$ cat config.mk
export PLATFORM = sky130hd
export DESIGN_NAME = instruction_cache
export DESIGN_NICKNAME = d
export VERILOG_FILES = /design/src/rtl/icache_types.sv /design/src/rtl/icache_way.sv /design/src/rtl/instruction_cache.sv
export SDC_FILE = /design/constraint.sdc
export NUM_CORES = 2
export LEC_CHECK = 0
export CAP_MARGIN = 40
export CORE_UTILIZATION = 67
export DETAILED_ROUTE_END_ITERATION = 10
export PLACE_DENSITY_LB_ADDON = 0.25
export SLEW_MARGIN = 20
export SYNTH_ARGS = -nofsm -noshare
export SYNTH_HDL_FRONTEND = slang
export SYNTH_HIERARCHICAL = 1
export SYNTH_MEMORY_MAX_BITS = 65536
export SYNTH_SLANG_ARGS = --single-unit
export TNS_END_PERCENT = 50
$ cat constraint.sdc
create_clock -name clk -period 31.7 [get_ports clk]
set_clock_uncertainty 0.15 [all_clocks]
set_input_delay 3.17 -clock clk [delete_from_list [all_inputs] [get_ports clk]]
set_output_delay 3.17 -clock clk [all_outputs]
set_load 0.01 [all_outputs]
$ cat src/rtl/icache_types.sv
// Shared types and geometry for the 2-way set-associative instruction cache.
//   S_OFFSET   : log2 of line size in bytes (32 B line, 8 words)
//   S_INDEX    : log2 of number of sets (8 sets)
//   TAG_W      : address bits above index and offset
//   INDEX_W    : set-select width
//   WORD_SEL_W : word-within-line select width
//   LINE_W     : line width in bits (256)
package icache_types;

  localparam int S_OFFSET   = 5;
  localparam int S_INDEX    = 3;
  localparam int TAG_W      = 32 - S_OFFSET - S_INDEX;
  localparam int INDEX_W    = S_INDEX;
  localparam int WORD_SEL_W = S_OFFSET - 2;
  localparam int NUM_SETS   = 1 << S_INDEX;
  localparam int LINE_W     = 8 << S_OFFSET;

  typedef enum logic {
    IDLE  = 1'b0,
    FETCH = 1'b1
  } icache_state_t;

endpackage

$ cat src/rtl/icache_way.sv
// One way of the instruction cache: per-set valid bit, tag and line storage.
// Ports:
//   clk, rst   : clock, synchronous active-high reset (clears valid bits only)
//   rd_index   : set selected by the current fetch address (combinational read)
//   rd_valid/rd_tag/rd_line : contents of the rd_index set
//   wr_index   : set being refilled
//   wr_valid   : valid bit of the wr_index set (used for victim choice)
//   load       : write wr_tag/wr_line into wr_index and mark it valid
module icache_way
  import icache_types::*;
(
  input  logic               clk,
  input  logic               rst,
  input  logic [INDEX_W-1:0] rd_index,
  input  logic [INDEX_W-1:0] wr_index,
  input  logic               load,
  input  logic [TAG_W-1:0]   wr_tag,
  input  logic [LINE_W-1:0]  wr_line,
  output logic               rd_valid,
  output logic [TAG_W-1:0]   rd_tag,
  output logic [LINE_W-1:0]  rd_line,
  output logic               wr_valid
);

  logic [NUM_SETS-1:0] valid;
  logic [TAG_W-1:0]    tag_arr  [NUM_SETS];
  logic [LINE_W-1:0]   line_arr [NUM_SETS];

  always_ff @(posedge clk) begin
    if (rst) begin
      valid <= '0;
    end else if (load) begin
      valid[wr_index] <= 1'b1;
    end
  end

  // Tag and data storage carry no reset; valid alone qualifies them.
  always_ff @(posedge clk) begin
    if (load) begin
      tag_arr[wr_index]  <= wr_tag;
      line_arr[wr_index] <= wr_line;
    end
  end

  assign rd_valid = valid[rd_index];
  assign rd_tag   = tag_arr[rd_index];
  assign rd_line  = line_arr[rd_index];
  assign wr_valid = valid[wr_index];

endmodule

$ cat src/rtl/instruction_cache.sv
// Read-only 2-way set-associative instruction cache.
// Hits respond combinationally in the request cycle; misses fetch a full
// 256-bit line over the pmem_read/pmem_resp handshake and then hit.
// Ports:
//   clk, rst      : clock, synchronous active-high reset
//   inst_read     : fetch request (may be held high)
//   inst_addr     : fetch byte address ([1:0] ignored)
//   inst_resp     : inst_rdata valid, request complete
//   inst_rdata    : instruction word (0 when inst_resp is low)
//   pmem_read     : line read request, high for the whole fill
//   pmem_address  : line-aligned miss address
//   pmem_rdata    : returned line, word w at bits [32w+31:32w]
//   pmem_resp     : one-cycle pulse marking pmem_rdata valid
module instruction_cache
  import icache_types::*;
(
  input  logic              clk,
  input  logic              rst,
  input  logic              inst_read,
  input  logic [31:0]       inst_addr,
  output logic              inst_resp,
  output logic [31:0]       inst_rdata,
  output logic              pmem_read,
  output logic [31:0]       pmem_address,
  input  logic [LINE_W-1:0] pmem_rdata,
  input  logic              pmem_resp
);

  icache_state_t       state;
  logic [31:0]         miss_addr;
  logic [NUM_SETS-1:0] lru;

  logic [TAG_W-1:0]      req_tag;
  logic [INDEX_W-1:0]    req_index;
  logic [WORD_SEL_W-1:0] req_word;
  logic [TAG_W-1:0]      miss_tag;
  logic [INDEX_W-1:0]    miss_index;

  logic [1:0]        rd_valid;
  logic [1:0]        wr_valid;
  logic [TAG_W-1:0]  rd_tag  [2];
  logic [LINE_W-1:0] rd_line [2];
  logic [1:0]        hit_way;
  logic [1:0]        load;

  logic              lookup;
  logic              hit;
  logic              miss;
  logic              fill;
  logic              hit_sel;
  logic              victim;
  logic [LINE_W-1:0] sel_line;

  logic unused_addr_lsbs;
  assign unused_addr_lsbs = ^inst_addr[1:0];

  assign req_tag    = inst_addr[31 -: TAG_W];
  assign req_index  = inst_addr[S_OFFSET +: INDEX_W];
  assign req_word   = inst_addr[2 +: WORD_SEL_W];
  assign miss_tag   = miss_addr[31 -: TAG_W];
  assign miss_index = miss_addr[S_OFFSET +: INDEX_W];

  for (genvar w = 0; w < 2; w++) begin : g_way
    icache_way u_way (
      .clk      (clk),
      .rst      (rst),
      .rd_index (req_index),
      .wr_index (miss_index),
      .load     (load[w]),
      .wr_tag   (miss_tag),
      .wr_line  (pmem_rdata),
      .rd_valid (rd_valid[w]),
      .rd_tag   (rd_tag[w]),
      .rd_line  (rd_line[w]),
      .wr_valid (wr_valid[w])
    );
    assign hit_way[w] = rd_valid[w] & (rd_tag[w] == req_tag);
    // A fill racing a reset is dropped so no stale line becomes valid.
    assign load[w]    = fill & (victim == 1'(w)) & ~rst;
  end

  // Lookups happen only in IDLE: no hit-under-miss while a fill is in flight.
  assign lookup  = (state == IDLE) & inst_read;
  assign hit     = lookup & (|hit_way);
  assign miss    = lookup & ~(|hit_way);
  assign fill    = (state == FETCH) & pmem_resp;
  assign hit_sel = hit_way[1];

  // Prefer an empty way; only a full set consults lru.
  assign victim = ~wr_valid[0] ? 1'b0 :
                  ~wr_valid[1] ? 1'b1 : lru[miss_index];

  assign sel_line     = rd_line[hit_sel];
  assign inst_resp    = hit;
  assign inst_rdata   = hit ? sel_line[{req_word, 5'b0} +: 32] : 32'h0;
  assign pmem_read    = (state == FETCH);
  assign pmem_address = miss_addr;

  always_ff @(posedge clk) begin
    if (rst) begin
      state <= IDLE;
      lru   <= '0;
    end else begin
      case (state)
        IDLE: begin
          if (hit) begin
            lru[req_index] <= ~hit_sel;
          end
          if (miss) begin
            miss_addr <= {req_tag, req_index, {S_OFFSET{1'b0}}};
            state     <= FETCH;
          end
        end
        FETCH: begin
          if (pmem_resp) begin
            lru[miss_index] <= ~victim;
            state           <= IDLE;
          end
        end
        default: state <= IDLE;
      endcase
    end
  end

endmodule
## Word level (Yosys, flattened, before mapping)

Memory sizes are Yosys's and may differ from the RTL's.
Cells that the tools add are included.

- Logic and storage cells: 74
- Memory bits (writable): 4480
- Register bits: 52
- Input bits: 292
- Output and inout port bits: 66
- Memories: 4

- Shift operators: 1
- Mux-type cells: 32
- $lt $le $gt $ge: 5
- Reductions and logical operators: 5
- Eq/ne operators: 4
- Bitwise logic cells: 18

Memory list:

| name | depth | bits a word | read ports | clocked after Yosys merged registers in | write ports | RTL line | text |
|---|---|---|---|---|---|---|---|
| g_way[0].u_way.line_arr | 8 | 256 | 1 | 0 | 1 | icache_way.sv:27 | `logic [LINE_W-1:0] line_arr [NUM_SETS];` |
| g_way[1].u_way.line_arr | 8 | 256 | 1 | 0 | 1 | icache_way.sv:27 |  |
| g_way[0].u_way.tag_arr | 8 | 24 | 1 | 0 | 1 | icache_way.sv:26 | `logic [TAG_W-1:0] tag_arr [NUM_SETS];` |
| g_way[1].u_way.tag_arr | 8 | 24 | 1 | 0 | 1 | icache_way.sv:26 |  |

Operator list:

| operator | number |
|---|---|
| $mux W256 | 3 |
| $shiftx A256 B9 Y32 | 1 |
| $eq A24 B24 Y1 | 2 |
| $mux W32 | 1 |
| $bwmux W8 | 2 |
| $mux W8 | 2 |
| $or A8 B8 Y8 | 2 |
| $pmux W8 S2 | 1 |
| $bmux W1 S3 | 5 |
| $mux W1 | 15 |
| $and A1 B1 Y1 | 10 |
| $lt A3 B4 Y1 const B | 2 |
| $demux W1 S3 | 2 |
| $ge A3 B1 Y1 const B | 2 |
| $not A1 Y1 | 5 |
| $ne A2 B2 Y1 const B | 2 |
| $reduce_and A3 Y1 | 1 |
| $ge A2 B2 Y1 const B | 1 |
| $logic_and A1 B1 Y1 | 2 |
| $not A1 Y2 | 1 |
| $pmux W1 S2 | 1 |
| $reduce_and A2 Y1 | 1 |
| $reduce_or A2 Y1 | 1 |

## Longest topological paths before layout

- Depth in word-level cells: 9
- Depth in mapped cells: 15

## Modules after synthesis

Netlist, hierarchy kept.

By module, submodules not included:

| module | area an instance (µm²) | cells an instance | times used | sequential area each (µm²) |
|---|---|---|---|---|
| icache_way | 84320.9 | 3288 | 2 | 67424.7 |
| instruction_cache | 6144.6 | 482 | 1 | 991.0 |

## Worst setup path before layout

Ideal clock, no wire load.

- Path type: input to register
- Start point: in rst
- End point: mem g_way[1].u_way/line_arr[7][0] (netlist name), enable pin
- Arrival time: 15.847 ns
- Cell stages on the path: 4
- Setup time: 0.926 ns
- Setup slack: 14.777 ns
- Buffers on the path: 1
- Data required time: 30.624 ns
- Cell sequence: clkbuf_1 > nor4_1 > nand2_1 > nor2_1

- Word-level cells in the longest chain between the ends: 4

RTL lines:

| element | RTL line | text |
|---|---|---|
| start, declared | instruction_cache.sv:18 | `input logic rst,` |
| $not A1 Y1 (no line) | -- |  |
| $and A1 B1 Y1 | instruction_cache.sv:79 | `assign load[w] = fill & (victim == 1'(w)) & ~rst;` |
| net load[1] | instruction_cache.sv:44 | `logic [1:0] load;` |
| $mux W1 | icache_way.sv:39 | `if (load) begin` |
| $mux W1 (not written as such) | icache_way.sv:41 | `line_arr[wr_index] <= wr_line;` |
| end, declared | icache_way.sv:27 |  |

The timed path passes the listed nets, and every way through them passes these cells.

==> results.md <==
* Status: finished, final reports clean
* Die Y at 512.8 µm
* EDFF count, synth at 4507
* Comb pwr share at 0.047
* Worst path buffer plus inverter count at 3
* Crit share post-route at 0.4242
* Setup-failing EPs final at 0
* Clock Pin Slew Worst Setup and Hold Paths at 0.06 ns
* Drt total wl at 440900 µm
* Fraction of power spent switching nets at 0.2078
* Max_slew headroom at 0.1682
* Largest net degree at the start of global routing at 149
* Vias in the first global route at 85310
* Power Dens Cells at 62.45 mW/mm²
* Max-slew violations at 0
* Nets@finish at 7945
* Syn Inst Count at 7058
* Yosys reg bits at 4532
* Post-Syn Area at 0.1748 mm²
* Overall power at 12.34 mW
* DR WL/cell at 38.37 µm
* Clock sinks at 4532
* Via count at 82920
* Sequential share of power at 0.536
* Grt total ovfl at 0
* Synthesis Warnings at 6
* Commonest non-fill, non-tap cell in the layout: edfxtp_1
* IO Port Bufs at 350
* FFs w/ async S/R, synth at 0
* Initial antenna violation count at 98
* Synth-to-Final Area Change at 13.06%
* Syn_area_per_cell at 24.76 µm²
* Worst path cell trace: buf_16 > buf_4 > mux4_2 > mux2_2 > xnor2_1 > nand4_1 > nor4_2 > nand4_4 > a21oi_2 > nand2_2 > o22ai_1 > clkdlybuf4s50_1
* CTS Buf Count at 435
* Switching Power at 2.564 mW
* DR pass1 iterations at 7
* Max Freq at 74.37 MHz
* Worst skew pair latency at 0.93 ns
* Ports at 358
* Crit Path Class: in -> out
* Worst slack, placed at 18.29 ns
* DRC at 0
* Crit-path max FO at 84
* Die Area at 0.2629 mm²
* Final Critical Period at 13.45 ns
* Root Driver: clkbuf_16
* Crit end category: primary output
* Setup bufs post-CTS at 0
* Power share of the clock group at 0.417
* GRT Total Usage at 0.3367
* Highest ir drop seen on vdd at 0.00006120 V
* Initial Util at 0.6736
* DP Area at 0.1832 mm²
* Final TNS setup at 0 ns
* HPWL Detailed at 215000 µm
* CP top delay family: simple AND/OR/NAND/NOR gates
* Hold WC Path Type: reg -> reg
* # hold bufs at CTS at 0
* Antenna-violating nets left at 0
* Worst-margin pin slew at 1.248 ns
* Commonest non-fill, non-tap cells in the layout: 4507 x edfxtp_1, 1256 x mux4_2, 564 x mux2_2, 442 x clkbuf_16, 345 x clkdlybuf4s50_1
* Leakage power at 61.55 nW
* H-tree levels at 5
* Initial detailed-routing violation count at 12790
* Worst Path Arrival at 10.13 ns
* Seq/Total Area, Yosys at 0.7772
* RSZ-0062 raised after global routing: no
* Int Pwr at 9.777 mW
* Max Cap Viol at 0
* Placer Congestion at 0.8169
* Via-to-Cell Ratio at 7.216
* Die extent in x at 512.8 µm
* Final WS setup at 18.25 ns
* Slowest CP cell: a21oi_2
* Row cnt at 187
* Maximum clock path buffer count at 4
* Synth Flop Type: edfxtp_1
* Startpoint types: primary input
* First-pass GRT wire length at 620600 µm
* CP Data Required Time at 28.38 ns
* Cts repair resizes at 0
* Yosys cell types at 47
* Hold Vio Cnt, Final at 0
* Final instance area at 0.1976 mm²
* TritonCTS clock tree: yes
* Share of layout cells above drive strength 1 at 0.3306
* Worst path max stage delay at 0.95 ns
* Core area at 0.2595 mm²
[power by group through the flow]
stage	Clock (mW)	Sequential, mW	Combinational (mW)
4_1_cts	5.17	6.61	0.576
3_3_place_gp	0	6.73	0.533
6_report	5.15	6.61	0.586
5_1_grt	5.38	6.61	0.605
3_5_place_dp	0	6.74	0.557
2_1_floorplan	0	6.74	0.332
[cells by family (layout without fill, tap and decap cells)]
kind of cell / after synthesis / count (layout) / share of synthesized area
AND/OR/NAND/NOR: 92 / 92 / 0.003343
other: 1 / 79 / 0.00002145
XOR/XNOR: 48 / 48 / 0.002405
buffers and inverters: 409 / 1362 / 0.01167
AO/OA/AOI/OAI: 86 / 86 / 0.003200
multiplexers: 1890 / 1890 / 0.2022
flip-flops: 4532 / 4532 / 0.7772
[path summary, 6_finish.rpt]
path                           startpoint                               to  slack (ns)  cells after the start
setup reg to reg          pmem_address[6]  g_way[0].u_way/line_arr[7][190]       25.14                     12
hold / removal    g_way[1].u_way/valid[6]          g_way[1].u_way/valid[6]        0.32                      2
hold reg to reg   g_way[1].u_way/valid[6]          g_way[1].u_way/valid[6]        0.32                      2
setup / recovery             inst_addr[5]                    inst_rdata[0]       18.25                     12
[layer usage]
metal,share of wire,global-route usage
met1,0.34,0.4537
met2,0.49,0.5402
met3,0.11,0.07411
met4,0.047,0.1472
met5,0.00094,0
[state kept, by name, summed over array words and instances, names as in the netlist]
| signal | flops |
|---|---|
| g_way.u_way/line_arr | 4096 |
| g_way.u_way/tag_arr | 384 |
| g_way.u_way/valid | 16 |
| lru | 8 |
| pmem_address | 27 |
| pmem_read | 1 |
[area by class of cell]
cell class | instances | area (µm²)
fill | 12180 | 61860
timing repair buffer | 530 | 6233
antenna | 74 | 185.2
clock inverter | 264 | 2424
tap | 3402 | 4257
clock buffer | 535 | 11490
sequential | 4532 | 135800
multi-input combinational | 2121 | 36960
inverter | 33 | 229.0
[synthesized netlist by cell type (all sizes together) (12+ instances only)]
cell type	instances	area [µm²]
xnor2	26	227.7
nor2	12	45.04
edfxtp	4507	135300
xor2	22	192.7
inv	33	123.9
a21oi	21	108.9
dfxtp	25	500.5
mux2	564	6351
buf	194	1232
mux4	1256	28290
nand2	17	63.81
clkbuf	182	683.2
mux2i	70	700.7
o22ai	36	225.2
[through the flow]
step | hold WS (ns) | utilization | std cells
2_1_floorplan | 0.2822 | - | 7062
4_1_cts | 0.3190 | 0.7597 | 11410
3_3_place_gp | 0.3058 | 0.7013 | 10560
5_1_grt | 0.3418 | 0.7612 | 11450
6_report | 0.3212 | 0.7616 | 11490
3_5_place_dp | 0.3004 | 0.7060 | 10610
[tightest hold or removal path, delay by kind of cell, from the launching register on]
family / cells / cell delay [ns]
flip-flops: 1 / 0.32
buffers and inverters: 1 / 0.05
AO/OA/AOI/OAI: 1 / 0.05
Note: power is estimated with default switching activity, not from simulation.
